--- src/rtl/move_repeat_ctrl.sv ---
// move_repeat_ctrl: turns debounced direction/center button levels into
// one-cycle move requests (with hold-to-repeat) and one-cycle bomb requests.
// All outputs are registered; requests are suppressed while enable is low.
module move_repeat_ctrl #(
    parameter int unsigned REPEAT_DELAY = 50_000_000,
    parameter int unsigned REPEAT_RATE  = 20_000_000,
    parameter int unsigned CNT_W        = 27
) (
    input  logic       clk,
    input  logic       rst,
    input  logic       btn_up,
    input  logic       btn_down,
    input  logic       btn_left,
    input  logic       btn_right,
    input  logic       btn_center,
    input  logic       enable,
    output logic       move_valid,
    output logic [1:0] move_dir,
    output logic       bomb_req
);

    typedef enum logic [1:0] {
        IDLE,
        DELAY,
        REPEAT
    } state_t;

    localparam logic [CNT_W-1:0] DELAY_LAST = CNT_W'(REPEAT_DELAY - 1);
    localparam logic [CNT_W-1:0] RATE_LAST  = CNT_W'(REPEAT_RATE - 1);

    state_t           state_q, state_d;
    logic [CNT_W-1:0] cnt_q, cnt_d;
    logic [1:0]       act_dir_q, act_dir_d;
    logic             wr_q, wr_d;
    logic             center_q, center_d;
    logic             move_valid_q, move_valid_d;
    logic [1:0]       move_dir_q, move_dir_d;
    logic             bomb_req_q, bomb_req_d;

    logic [3:0]       dirs;
    logic [1:0]       pick_dir;
    logic             act_held;

    assign dirs     = {btn_right, btn_left, btn_down, btn_up};
    assign act_held = dirs[act_dir_q];

    // Fixed-priority direction select: up > down > left > right
    always_comb begin
        pick_dir = 2'd3;
        if (btn_up)        pick_dir = 2'd0;
        else if (btn_down) pick_dir = 2'd1;
        else if (btn_left) pick_dir = 2'd2;
    end

    // Next-state logic for the move FSM, release guard and bomb edge detect
    always_comb begin
        state_d      = state_q;
        cnt_d        = cnt_q;
        act_dir_d    = act_dir_q;
        wr_d         = wr_q;
        move_valid_d = 1'b0;
        move_dir_d   = move_dir_q;
        center_d     = btn_center;
        bomb_req_d   = btn_center & ~center_q & enable;

        if (!enable) begin
            state_d = IDLE;
            cnt_d   = '0;
            wr_d    = 1'b1;
        end else begin
            if (dirs == 4'b0000) wr_d = 1'b0;
            case (state_q)
                IDLE: begin
                    if (!wr_q && (dirs != 4'b0000)) begin
                        move_valid_d = 1'b1;
                        move_dir_d   = pick_dir;
                        act_dir_d    = pick_dir;
                        cnt_d        = '0;
                        state_d      = DELAY;
                    end
                end
                DELAY: begin
                    if (!act_held) begin
                        state_d = IDLE;
                    end else if (cnt_q == DELAY_LAST) begin
                        move_valid_d = 1'b1;
                        move_dir_d   = act_dir_q;
                        cnt_d        = '0;
                        state_d      = REPEAT;
                    end else begin
                        cnt_d = cnt_q + CNT_W'(1);
                    end
                end
                REPEAT: begin
                    if (!act_held) begin
                        state_d = IDLE;
                    end else if (cnt_q == RATE_LAST) begin
                        move_valid_d = 1'b1;
                        move_dir_d   = act_dir_q;
                        cnt_d        = '0;
                    end else begin
                        cnt_d = cnt_q + CNT_W'(1);
                    end
                end
                default: state_d = IDLE;
            endcase
        end
    end

    // State and output registers with synchronous reset
    always_ff @(posedge clk) begin
        if (rst) begin
            state_q      <= IDLE;
            cnt_q        <= '0;
            act_dir_q    <= '0;
            wr_q         <= 1'b1;
            center_q     <= 1'b1;
            move_valid_q <= 1'b0;
            move_dir_q   <= '0;
            bomb_req_q   <= 1'b0;
        end else begin
            state_q      <= state_d;
            cnt_q        <= cnt_d;
            act_dir_q    <= act_dir_d;
            wr_q         <= wr_d;
            center_q     <= center_d;
            move_valid_q <= move_valid_d;
            move_dir_q   <= move_dir_d;
            bomb_req_q   <= bomb_req_d;
        end
    end

    assign move_valid = move_valid_q;
    assign move_dir   = move_dir_q;
    assign bomb_req   = bomb_req_q;

endmodule

--- config.mk ---
export PLATFORM = sky130hd
export DESIGN_NAME = move_repeat_ctrl
export DESIGN_NICKNAME = d
export VERILOG_FILES = /design/src/rtl/move_repeat_ctrl.sv
export SDC_FILE = /design/constraint.sdc
export NUM_CORES = 1
export LEC_CHECK = 0
export ABC_AREA = 1
export CORE_ASPECT_RATIO = 1.75
export CORE_UTILIZATION = 65
export CTS_BUF_LIST = sky130_fd_sc_hd__clkbuf_4 sky130_fd_sc_hd__clkbuf_8
export DETAILED_ROUTE_END_ITERATION = 10
export PLACE_DENSITY = 0.94
export SETUP_SLACK_MARGIN = 0.05
export SYNTH_ARGS = -nofsm -noshare
export SYNTH_HDL_FRONTEND = slang
export SYNTH_SLANG_ARGS = --single-unit
--- constraint.sdc ---
create_clock -name clk -period 5.2 [get_ports clk]
set_clock_uncertainty 0.05 [all_clocks]
set_input_delay 1.04 -clock clk [delete_from_list [all_inputs] [get_ports clk]]
set_output_delay 1.04 -clock clk [all_outputs]
set_load 0.02 [all_outputs]
==> After elaboration in Yosys (flattened, before gate mapping) <==
Cells that the tools add are included.
{ "classes": {"n_reduce_logical": 11, "multipliers": 0, "n_shift": 0, "n_eq_ne": 11, "div_mod_pow": 0, "magnitude_cmp": 1, "mux": 28, "n_bitwise": 4, "addsub": 1} }
{ "op_table": {"columns": ["operator", "count"], "rows": [
  ["2-to-1 mux 27 bit", 5],
  ["case mux 27 bit (3 select lines)", 1],
  ["adder 27 x 1 -> 27 bit, second input constant", 1],
  ["equality test 27 x 25 -> 1 bit, second input constant", 1],
  ["equality test 27 x 26 -> 1 bit, second input constant", 1],
  ["2-to-1 mux 2 bit", 11],
  ["!= test 2 bit, second input constant", 6],
  ["case mux 2 bit (3 select lines)", 2],
  ["2-to-1 mux 1 bit", 7],
  ["AND reduction 7 bit", 1],
  ["AND reduction 3 bit", 2],
  ["zero test 4 bit", 1],
  ["AND reduction 4 bit", 1],
  ["nonzero test 4 bit", 1],
  ["< comparator 2 x 3 -> 1 bit, second input constant", 1],
  ["!= test 3 bit, second input constant", 1],
  ["case mux 1 bit (3 select lines)", 1],
  ["nonzero test 3 bit", 1],
  ["AND 1 bit", 2],
  ["binary-select mux 1 bit (select 2 bit)", 1],
  ["equality test 2 x 1 -> 1 bit, second input constant", 1],
  ["equality test 2 bit, second input constant", 1],
  ["zero test 2 bit", 1],
  ["inverter 1 bit", 2],
  ["other kinds (3)", 3]
]} }
{ "word_totals": {"rom_bits": 0, "output_inout_bits": 4, "input_bits": 8, "latchBits": 0, "register_bits": 37, "mem_bits_rw": 0, "memories": 0} }

==> Logic depth before layout (Yosys ltp) <==
{ "depth": {"word_depth": 5, "ltp_mapped": 13, "ltp_nobuf": 13} }

==> Worst setup path before layout <==
OpenSTA, ideal clock, no wires.
{ "synth_timing": {"kind": "input to register", "startpoint": "in btn_down", "endpoint": "reg cnt_q[25]", "required_ns": 5.037, "arrival_time_ns": 1.990, "stages": 11, "setup_slack_ns": 3.047, "path_cell_list": "nand2_1 > nand3_1 > nand2_2 > nand2_1 > nand2_1 > nor2_2 > buf_6 > buf_4 > nand4_1 > nand2_1 > nor2_1"} }
{ "synth_via": {"elab_chain_cells": 4, "elab_cells_between_ends": 8} }
{ "synth_lines": {"columns": ["element", "line_no", "rtl"], "rows": [
  ["start: declaration", "12", "input logic btn_down,"],
  ["binary-select mux 1 bit (select 2 bit) / nonzero test 4 bit (equally long branches)", "45, 74", null],
  ["2-to-1 mux 1 bit (implied by the code) / logical AND 1 bit (equally long branches)", "45, 74", null],
  ["!= test 2 bit (no source line)", null, null],
  ["AND reduction 4 bit (no source line) *", null, null],
  ["end signal: assignment", "123", "cnt_q <= cnt_d;"],
  ["end: declaration", "32", "logic [CNT_W-1:0] cnt_q, cnt_d;"]
]} }
Mark *: on every way between the ends. The rest lies on a longest branch, timed or not. The select of a mux whose other input is x is not followed.
A chain may end at the register's enable or synchronous reset.

==> Final worst setup path <==
{ "layout_timing": {"startpoint": "in btn_down", "endpoint": "reg cnt_q[2]"} }
The elaborated chain is that of the path after synthesis.

==> flow_summary.ini <==
[finish]
final_cell_mix = nand2_1, nor2_1, inv_1
regArea_um2 = 741
design_area_um2 = 2660
nFillCells = 295
layout_commonest_cell = nand2_1
final_net_count = 419
drive_gt1_frac = 0.0934
multi_input_area_um2 = 1460
syn_to_final_growth_pct = 8.54
antenna_cells = 0
final_cells = 453

[timing]
tightest_slew_ns = 1.04
slew_headroom = 0.303
fin_crit_sh = 0.608
min_period_ns = 3.16
finalSetupTns_ns = 0
setup_violations = 0
hold_violations = 0
drv_slew = 0
grt_setup_unrepaired = false
fmax_ghz = 0.316

[status]
status = completed

[die]
die_w_um = 48.4
row_count = 29
die_height_um = 83.2
io_pins = 12
fp.dieArea_um2 = 4020
start_util = 0.674
fp.coreArea_um2 = 3630

[cts]
htreeDepth = 2
clock_sinks = 37
clock_latency_ns = 0.30
cts_hold_buf = 0
ctsResizeCount = 0
tritoncts = built
path_clk_slew_ns = 0.08
cts_made_buffers = 5
root_buffer = clkbuf_8
clock_path_buffers = 2
post_cts_buffers = 0

[placed_design]
portBuffers = 11
dpl-instance-area_um2 = 2550
gp_congestion = 0.970
dpl.cell_count = 445
dp_hpwl_um = 4680

[grt]
globalRouteOverflowTotal = 0
antenna_found_initial = 0
grt_usage = 0.341
busiest_layer = met2
first_global_vias = 2444
grt_pass1_wl_um = 10600
grt_use_met3 = 0.0458
grt_use_met1 = 0.312
grt_max_degree = 30
met2_usage = 0.627

[flow_run]
max_cap_violations = 0

[power]
power_frac_clock = 0.414
sw_frac_of_total = 0.250
power.density_nw_per_um2 = 212
combPwrFrac = 0.077
p_int_w = 0.000422
p_switching_w = 0.000141
p_leak_nw = 1.02
irDropWorstVdd_mv = 0.301
seqPwrFrac = 0.509

[min_path]
hp-class = reg2reg

[worst_setup_path]
crit_fanout = 29
endpoint_kind = flop
crit_required_ns = 5.34
crit_type = in2reg
worstSetupStartpointType = primary input
cp_data_arrival_time_ns = 3.30

[synthesis]
ys_ff_latch = 37
yosysUniqueCellTypes = 31
synth_largest_area_cell = dfxtp_1
ys_top_cells_by_area = dfxtp_1, nand2_1, nand3_1
synthCells = 395
ys_seq_area_frac = 0.303
syn_nets = 408
syn_avg_cell_area_um2 = 6.20
yosys_warnings = 0
synth_top_area_frac = 0.303
netlist_area_um2 = 2450

[drt]
wire_per_inst_um = 14.1
drtAntennaViolNets = 0
first_pass_iters = 5
drt_wl_total_um = 6380
drc = 0
via_count = 2605
post_drt_via_cell_ratio = 5.75
initialDrtViolationCount = 92
==> registers in the layout, summed over array words and instances (netlist names) <==
name	count
cnt_q	27
bomb_req	1
state_q	2
move_dir	2
move_valid	1
wr_q	1
act_dir_q	2
center_q	1
==> path summary, 6_finish.rpt <==
check | startpoint | end | slack, ns | cells after the start
min | center_q | bomb_req | 0.35 | 1
min reg2reg | center_q | bomb_req | 0.35 | 1
max | btn_down | cnt_q[2] | 2.04 | 10
max reg2reg | state_q[1] | cnt_q[2] | 2.70 | 9
==> critical path, stage by stage <==
cell and delay, ns:
clkdlybuf4s50_1 0.50, nand2_1 0.07, nand3_1 0.12, nand3_1 0.11, nand2_1 0.12, inv_1 0.07, nor2_2 0.79, nand2_2 0.17
nand2_4 0.22, nor2_1 0.07
==> power by group through the flow <==
| stage | registers, W | clock network [W] | logic, W |
|---|---|---|---|
| detailed placement | 0.000293 | 0 | 0.0000423 |
| floorplan | 0.000294 | 0 | 0.0000316 |
| finish | 0.000286 | 0.000233 | 0.0000434 |
| CTS | 0.000286 | 0.000232 | 0.0000429 |
| global placement | 0.000293 | 0 | 0.0000414 |
| global route | 0.000286 | 0.000246 | 0.0000469 |
==> kinds of logic (layout without fill, tap and decap cells) <==
logic type	count (synthesis)	in the layout	share of synthesized area
adders and majority gates	5	5	0.0256
and+or+nand+nor	264	264	0.490
xor gates and xnor gates	4	4	0.0143
DFF	37	37	0.303
buffers and inverters	55	67	0.0997
AOI/OAI and AO/OA	30	30	0.0680
==> through the flow <==
stage	power [W]	setup WS, ns	hold WS (ns)	utilization
final	0.000562	2.04	0.354	0.732
after global routing	0.000579	1.85	0.368	0.732
after CTS	0.000561	2.08	0.356	0.732
after floorplan	0.000325	3.05	0.325	-
after global placement	0.000334	1.88	0.332	0.703
after detailed placement	0.000335	1.80	0.344	0.703
==> final cells by class <==
type / instances / share of cell area
multi-input cells: 303 / 0.551
flip-flops and latches: 37 / 0.279
inverters: 48 / 0.0678
repair buffers: 11 / 0.0415
clock buffers: 7 / 0.0363
well taps: 46 / 0.0217
clock inverters: 1 / 0.00330
==> Yosys cell counts, drive strengths merged <==
| master | n |
|---|---|
| buf | 5 |
| and2 | 1 |
| or2 | 1 |
| a21oi | 15 |
| nand2 | 128 |
| ha | 5 |
| o21ai | 9 |
| o211ai | 1 |
| nand4 | 9 |
| nand3 | 44 |
| clkbuf | 2 |
| xor2 | 4 |
| inv | 48 |
| nand3b | 4 |
| nor3 | 10 |
| a21o | 2 |
| dfxtp | 37 |
| nor2 | 67 |
| o21bai | 3 |
==> layer usage <==
layer | share of wire | wire length [um] | vias up
li1 | - | - | 1280
met5 | 0 | 0 | -
met4 | 0.087 | 554 | 0
met3 | 0.047 | 300 | 47
met2 | 0.53 | 3370 | 124
met1 | 0.34 | 2160 | 1154
Note: power is estimated with default switching activity, not from simulation.
